==> src/rtl/lmc1992_rx.sv <==
// LMC1992 volume/tone controller: MicroWire command receiver and
// attenuating two-stage audio datapath for 8-bit DMA sound samples.
module lmc1992_rx #(
    parameter int         SYNC_STAGES = 2,
    parameter logic [1:0] DEV_ADDR    = 2'b10
) (
    input  logic       clk,
    input  logic       reset,
    input  logic       mw_clk,
    input  logic       mw_data,
    input  logic       mw_en,
    input  logic       sample_en,
    input  logic [7:0] audio_l_in,
    input  logic [7:0] audio_r_in,
    output logic [7:0] audio_l_out,
    output logic [7:0] audio_r_out,
    output logic       out_valid,
    output logic [5:0] vol_master,
    output logic [4:0] vol_left,
    output logic [4:0] vol_right,
    output logic [3:0] bass,
    output logic [3:0] treble,
    output logic [1:0] mix
);

    typedef enum logic [1:0] {S_IDLE, S_SHIFT, S_DECODE} state_t;

    logic [SYNC_STAGES-1:0] r_sck, r_sdt, r_sen;
    logic                   r_sck_d, r_sen_d;
    logic                   w_ck, w_dt, w_en;
    logic                   w_ck_rise, w_en_rise, w_en_fall;

    state_t      r_state, w_next;
    logic [10:0] r_sh;
    logic [3:0]  r_cnt;
    logic        w_accept;
    logic [2:0]  w_func;
    logic [5:0]  w_d;

    assign w_ck      = r_sck[SYNC_STAGES-1];
    assign w_dt      = r_sdt[SYNC_STAGES-1];
    assign w_en      = r_sen[SYNC_STAGES-1];
    assign w_ck_rise = w_ck & ~r_sck_d;
    assign w_en_rise = w_en & ~r_sen_d;
    assign w_en_fall = ~w_en & r_sen_d;

    always_ff @(posedge clk or posedge reset) begin
        if (reset) begin
            r_sck   <= '0;
            r_sdt   <= '0;
            r_sen   <= '0;
            r_sck_d <= 1'b0;
            r_sen_d <= 1'b0;
        end else begin
            r_sck   <= {r_sck[SYNC_STAGES-2:0], mw_clk};
            r_sdt   <= {r_sdt[SYNC_STAGES-2:0], mw_data};
            r_sen   <= {r_sen[SYNC_STAGES-2:0], mw_en};
            r_sck_d <= w_ck;
            r_sen_d <= w_en;
        end
    end

    always_ff @(posedge clk or posedge reset) begin
        if (reset) r_state <= S_IDLE;
        else       r_state <= w_next;
    end

    always_comb begin
        w_next = r_state;
        unique case (r_state)
            S_IDLE:   if (w_en_rise) w_next = S_SHIFT;
            S_SHIFT:  if (w_en_fall) w_next = S_DECODE;
            S_DECODE: w_next = w_en_rise ? S_SHIFT : S_IDLE;
            default:  w_next = S_IDLE;
        endcase
    end

    // A bit clocked in alongside the mw_en fall still lands before decode.
    always_ff @(posedge clk or posedge reset) begin
        if (reset) begin
            r_sh  <= '0;
            r_cnt <= '0;
        end else if (r_state != S_SHIFT && w_next == S_SHIFT) begin
            r_sh  <= '0;
            r_cnt <= '0;
        end else if (r_state == S_SHIFT && w_ck_rise) begin
            r_sh  <= {r_sh[9:0], w_dt};
            r_cnt <= (r_cnt == 4'd15) ? 4'd15 : r_cnt + 4'd1;
        end
    end

    assign w_func   = r_sh[8:6];
    assign w_d      = r_sh[5:0];
    assign w_accept = (r_state == S_DECODE) && (r_cnt >= 4'd11)
                      && (r_sh[10:9] == DEV_ADDR);

    always_ff @(posedge clk or posedge reset) begin
        if (reset) begin
            vol_master <= 6'd40;
            vol_left   <= 5'd20;
            vol_right  <= 5'd20;
            bass       <= 4'd6;
            treble     <= 4'd6;
            mix        <= 2'b01;
        end else if (w_accept) begin
            case (w_func)
                3'b000: if (w_d[1:0] != 2'b11) mix <= w_d[1:0];
                3'b001: bass <= (w_d[3:0] > 4'd12) ? 4'd12 : w_d[3:0];
                3'b010: treble <= (w_d[3:0] > 4'd12) ? 4'd12 : w_d[3:0];
                3'b011: vol_master <= (w_d > 6'd40) ? 6'd40 : w_d;
                3'b100: vol_right <= (w_d[4:0] > 5'd20) ? 5'd20 : w_d[4:0];
                3'b101: vol_left <= (w_d[4:0] > 5'd20) ? 5'd20 : w_d[4:0];
                default: ;
            endcase
        end
    end

    function automatic logic [8:0] gain_of(input logic [6:0] n);
        case (n % 7'd3)
            7'd0:    gain_of = 9'd256;
            7'd1:    gain_of = 9'd203;
            default: gain_of = 9'd161;
        endcase
    endfunction

    logic [6:0] w_n_l, w_n_r;
    logic [8:0] r_g_l, r_g_r;
    logic [6:0] r_k_l, r_k_r;

    assign w_n_l = (7'd40 - {1'b0, vol_master}) + (7'd20 - {2'b0, vol_left});
    assign w_n_r = (7'd40 - {1'b0, vol_master}) + (7'd20 - {2'b0, vol_right});

    always_ff @(posedge clk or posedge reset) begin
        if (reset) begin
            r_g_l <= 9'd256;
            r_g_r <= 9'd256;
            r_k_l <= '0;
            r_k_r <= '0;
        end else begin
            r_g_l <= gain_of(w_n_l);
            r_g_r <= gain_of(w_n_r);
            r_k_l <= w_n_l / 7'd3;
            r_k_r <= w_n_r / 7'd3;
        end
    end

    // Flipping the MSB turns offset-128 into two's complement and back.
    logic signed [17:0] w_sx_l, w_sx_r, w_gx_l, w_gx_r;
    logic signed [17:0] r_p_l, r_p_r, w_o_l, w_o_r;
    logic [6:0]         r_k1_l, r_k1_r;
    logic               r_v1;

    assign w_sx_l = {{11{~audio_l_in[7]}}, audio_l_in[6:0]};
    assign w_sx_r = {{11{~audio_r_in[7]}}, audio_r_in[6:0]};
    assign w_gx_l = {9'b0, r_g_l};
    assign w_gx_r = {9'b0, r_g_r};
    assign w_o_l  = (r_p_l >>> 8) >>> r_k1_l;
    assign w_o_r  = (r_p_r >>> 8) >>> r_k1_r;

    always_ff @(posedge clk or posedge reset) begin
        if (reset) begin
            r_v1        <= 1'b0;
            r_p_l       <= '0;
            r_p_r       <= '0;
            r_k1_l      <= '0;
            r_k1_r      <= '0;
            out_valid   <= 1'b0;
            audio_l_out <= 8'h80;
            audio_r_out <= 8'h80;
        end else begin
            r_v1      <= sample_en;
            out_valid <= r_v1;
            if (sample_en) begin
                r_p_l  <= w_sx_l * w_gx_l;
                r_p_r  <= w_sx_r * w_gx_r;
                r_k1_l <= r_k_l;
                r_k1_r <= r_k_r;
            end
            if (r_v1) begin
                audio_l_out <= 8'(w_o_l) ^ 8'h80;
                audio_r_out <= 8'(w_o_r) ^ 8'h80;
            end
        end
    end

endmodule

==> config.mk <==
export PLATFORM = sky130hd
export DESIGN_NAME = lmc1992_rx
export DESIGN_NICKNAME = d
export VERILOG_FILES = /design/src/rtl/lmc1992_rx.sv
export SDC_FILE = /design/constraint.sdc
export NUM_CORES = 1
export LEC_CHECK = 0
export BUFFER_PORTS_ARGS = -buffer_cell sky130_fd_sc_hd__buf_2
export CAP_MARGIN = 20
export CORE_MARGIN = 1.5
export CORE_UTILIZATION = 55
export CTS_CLUSTER_DIAMETER = 40
export DETAILED_ROUTE_END_ITERATION = 6
export PLACE_DENSITY = 0.7
export REMOVE_ABC_BUFFERS = 1
export SLEW_MARGIN = 20
export SYNTH_ARGS = -nofsm -noshare
export SYNTH_HDL_FRONTEND = slang
export SYNTH_SLANG_ARGS = --single-unit
==> constraint.sdc <==
create_clock -name clk -period 6.25 [get_ports clk]
set_clock_uncertainty 0.2 [all_clocks]
set_input_delay 0 -clock clk [delete_from_list [all_inputs] [get_ports clk]]
set_output_delay 0 -clock clk [all_outputs]
set_load 0.05 [all_outputs]
==> summary.txt <==
Outcome
  • Status: complete, no violations

STA
  • Part of the cycle the worst path needs: 91.36%
  • RSZ-0062 raised after global routing: no
  • Worst-margin pin slew: 1.107 ns
  • Final hold vios: 0
  • Final Setup Violations: 0
  • Peak Freq: 175.1 MHz
  • Max Transition Viols Final: 0
  • Setup_tns: 0 ns
  • Hold slack final: 0.01644 ns
  • Fin crit period: 5.710 ns
  • Setup WS post-layout: 0.5400 ns
  • Max_slew headroom: 25.89%

Cells and area
  • Ant diodes: 0
  • Layout area overhead: 10.40%
  • Register Area: 3047 µm²
  • Multi-input combinational cell area: 7742 µm²
  • Commonest non-fill, non-tap cells in the layout: inv_1, ha_1, dfrtp_1, nor2_1, nand2_1
  • Share of cells above drive strength 1: 17.02%
  • Non-Filler Instances: 1,574
  • Layout fillers: 1,736
  • Commonest non-fill, non-tap cell in the layout: inv_1
  • Final #Nets: 1,491

Floorplanning
  • # rows: 52
  • Total core area: 20,360 µm²
  • Die Width: 147.4 µm
  • Chip Height: 147.4 µm
  • Starting Density: 56.28%
  • Die area: 21,710 µm²
  • Ports: 65

Worst setup path
  • Cell Chain, Critical Path: inv_1 > ha_1 > nor2b_1 > nor3_1 > nor2_2 > inv_1 > ha_1 > or2_2 > o311a_1 > a2111oi_2 > a21oi_1 > o221ai_1 > buf_4 > nor2_1 > mux2_2 > ha_1 > o41ai_1 > nor2_4 > o22ai_1 > o31ai_2 > nand2b_1
  • Worst path depth: 21
  • End of the worst register-to-register path: r_g_r[7]$_DFF_PP0_
  • Critical Path Source: vol_master[0]$_DFFE_PP0P_
  • Delay-heaviest family, CP: compound AO/OA/AOI/OAI gates
  • Worst Path Required: 6.35 ns
  • Crit end category: flop
  • Crit Path Class: flop to flop
  • Max incr delay on CP: 0.63 ns
  • FF-to-FF path depth: 21
  • Critical Path Most Common Cell: ha_1
  • Register-to-register setup slack: 0.54 ns
  • Crit path DAT: 5.81 ns
  • End point of the critical path: r_g_r[7]$_DFF_PP0_
  • Slowest CP cell: o41ai_1
  • Reg2Reg Launch Point: vol_master[0]$_DFFE_PP0P_
  • Critical path peak fanout: 11
  • Startpoint Class: flop
  • Worst Path Buf+Inv: 3

Worst hold path
  • Worst hold stages: 2
  • Worst Hold Class: input port to flop

Detailed routing
  • Via count: 8,904
  • Drt total wl: 23,530 µm
  • Routed len/inst: 14.95 µm
  • Drt pass-1 iters: 5
  • Drt via density: 5.657
  • Number of routed nets with antenna violations: 0
  • DR iter-0 viols: 424
  • Remaining DRCs: 0

Pwr
  • Power per cell area: 181.8 nW/µm²
  • Power, Total: 2300 µW
  • VDD IR max: 0.0001613 V
  • Leakage dissipation: 0.006256 µW

Global route
  • Total grt overflow: 0
  • Largest net degree at the start of global routing: 73
  • Vias in the first global route: 8,801
  • Antenna violations before repair: 0
  • First-pass GRT wire length: 41,020 µm
  • Overall global routing resource usage: 23.05%

Clocking
  • CTS H-tree lvls: 4
  • Clock Tree Buf Depth: 2
  • Cts bufs inserted: 17
  • TritonCTS clock tree: yes
  • Sink Count: 121
  • Clock-pin transition on the worst setup and hold timing paths: 0.06 ns
  • # resized after CTS: 0
  • Root Buffer: clkbuf_16
  • Worst skew pair latency: 0.42 ns
  • Postcts setup bufs: 0
  • Post-CTS Hold Fix Bufs: 5

Placement
  • GPL Wtd Cong: 0.8587
  • Detailed placement HPWL: 18,380 µm
  • Pre-CTS setup slack: 0.5897 ns
  • Cells after DPL: 1,537
  • I/O Buffers: 64

Yosys
  • Synth top area cells: dfrtp_1, ha_1, fa_1
  • Mean post-synth cell area: 9.288 µm²
  • Post-synth cell types: 99
  • Area leader, netlist: dfrtp_1
  • Syn. warnings: 0
  • Gate Count Post-Synth: 1,234
  • Yosys top cell area share: 23.14%
  • Register area share after synthesis: 26.58%
  • Most used flip-flop cell after synthesis: dfrtp_1
  • Post-synth EDFFs: 0
  • Post-Syn Area: 11,460 µm²
  • Asr flop ratio synth: 100.0%
  • Yosys reg bits: 121

Job
  • Max Cap Viol: 0
-- through the flow --
step                      utilization, %  instance area, µm²
final                              62.13               12650
after CTS                          62.12               12650
after global routing               62.13               12650
after detailed placement           59.03               12020
after global placement             59.03               12020
after floorplan                        -               11300
-- cells in the mapped netlist (9+ instances only) --
cell      instances
nor2b_1          12
nor3_1           27
a22o_1           17
o21ai_0          62
inv_1           136
mux2i_1          12
nand2_1          88
ha_1            122
xor2_1           16
clkbuf_1         32
o21a_1           15
dfstp_2          15
nor2_1          102
o21bai_1          9
fa_1             56
dfrtp_1         106
a21oi_1          86
a21o_1           14
and2_1           45
o211ai_1         12
mux2_2           49
xnor2_1          33
-- routing by layer --
metal	track usage [%]	vias to the layer above	routed length, µm
li1	-	4423	-
met1	30.86	4294	11040
met2	38.40	164	11160
met3	4.348	23	949
met4	6.100	0	376
met5	0	-	0
-- worst min-delay path by stage --
stage	from	endpoint	slack, ns
after floorplan	mw_clk	r_sck[0]$_DFF_PP0_	-0.17
after global placement	mw_clk	r_sck[0]$_DFF_PP0_	-0.09
after detailed placement	mw_clk	r_sck[0]$_DFF_PP0_	-0.09
after CTS	mw_en	r_sen[0]$_DFF_PP0_	0.003
after global routing	mw_data	r_sdt[0]$_DFF_PP0_	0.01
final	mw_en	r_sen[0]$_DFF_PP0_	0.02
-- worst reg2reg max path, stage by stage, from the launching register on --
cell and delay, ns:
dfrtp_1 0.47, inv_1 0.09, ha_1 0.17, nor2b_1 0.34, nor3_1 0.16, nor2_2 0.20
inv_1 0.09, ha_1 0.24, or2_2 0.32, o311a_1 0.36, a2111oi_2 0.51, a21oi_1 0.12
o221ai_1 0.22, buf_4 0.21, nor2_1 0.08, mux2_2 0.32, ha_1 0.24, o41ai_1 0.63
nor2_4 0.10, o22ai_1 0.23, o31ai_2 0.13, nand2b_1 0.16
-- registers in the layout, indices dropped and copies added, names as in the netlist, 2 cells and up --
name	flops
r_sh	11
r_g_r	4
r_p_r	10
audio_r_out	8
treble	4
r_sdt	2
vol_right	5
r_g_l	4
r_state	2
r_k_r	6
r_sen	2
mix	2
vol_left	5
r_k1_l	6
r_sck	2
audio_l_out	8
bass	4
r_cnt	4
r_k_l	6
r_k1_r	6
r_p_l	10
vol_master	6
-- area by class of cell --
cell class                      count  area share (%)
Tap cell                          270           2.670
Sequential cell                   121           24.08
Clock buffer                       17           3.362
Inverter                          139           4.143
Clock inverter                     15           1.216
Multi-Input combinational cell    936           61.19
Timing Repair Buffer               76           3.342
-- logic make-up after synthesis --
family	synth area share [%]
and+or+nand+nor	14.48
AOI/OAI and AO/OA	18.85
adders and majority gates	23.10
buffers and inverters	5.939
DFF	26.58
muxes	5.862
xor gates and xnor gates	5.186
-- where the power goes --
| group | total (µW) | internal, µW | switching (µW) |
|---|---|---|---|
| clock network | 955 | 561 | 394 |
| logic | 434 | 181 | 253 |
| registers | 910 | 849 | 61.4 |
Note: power is estimated with default switching activity, not from simulation.
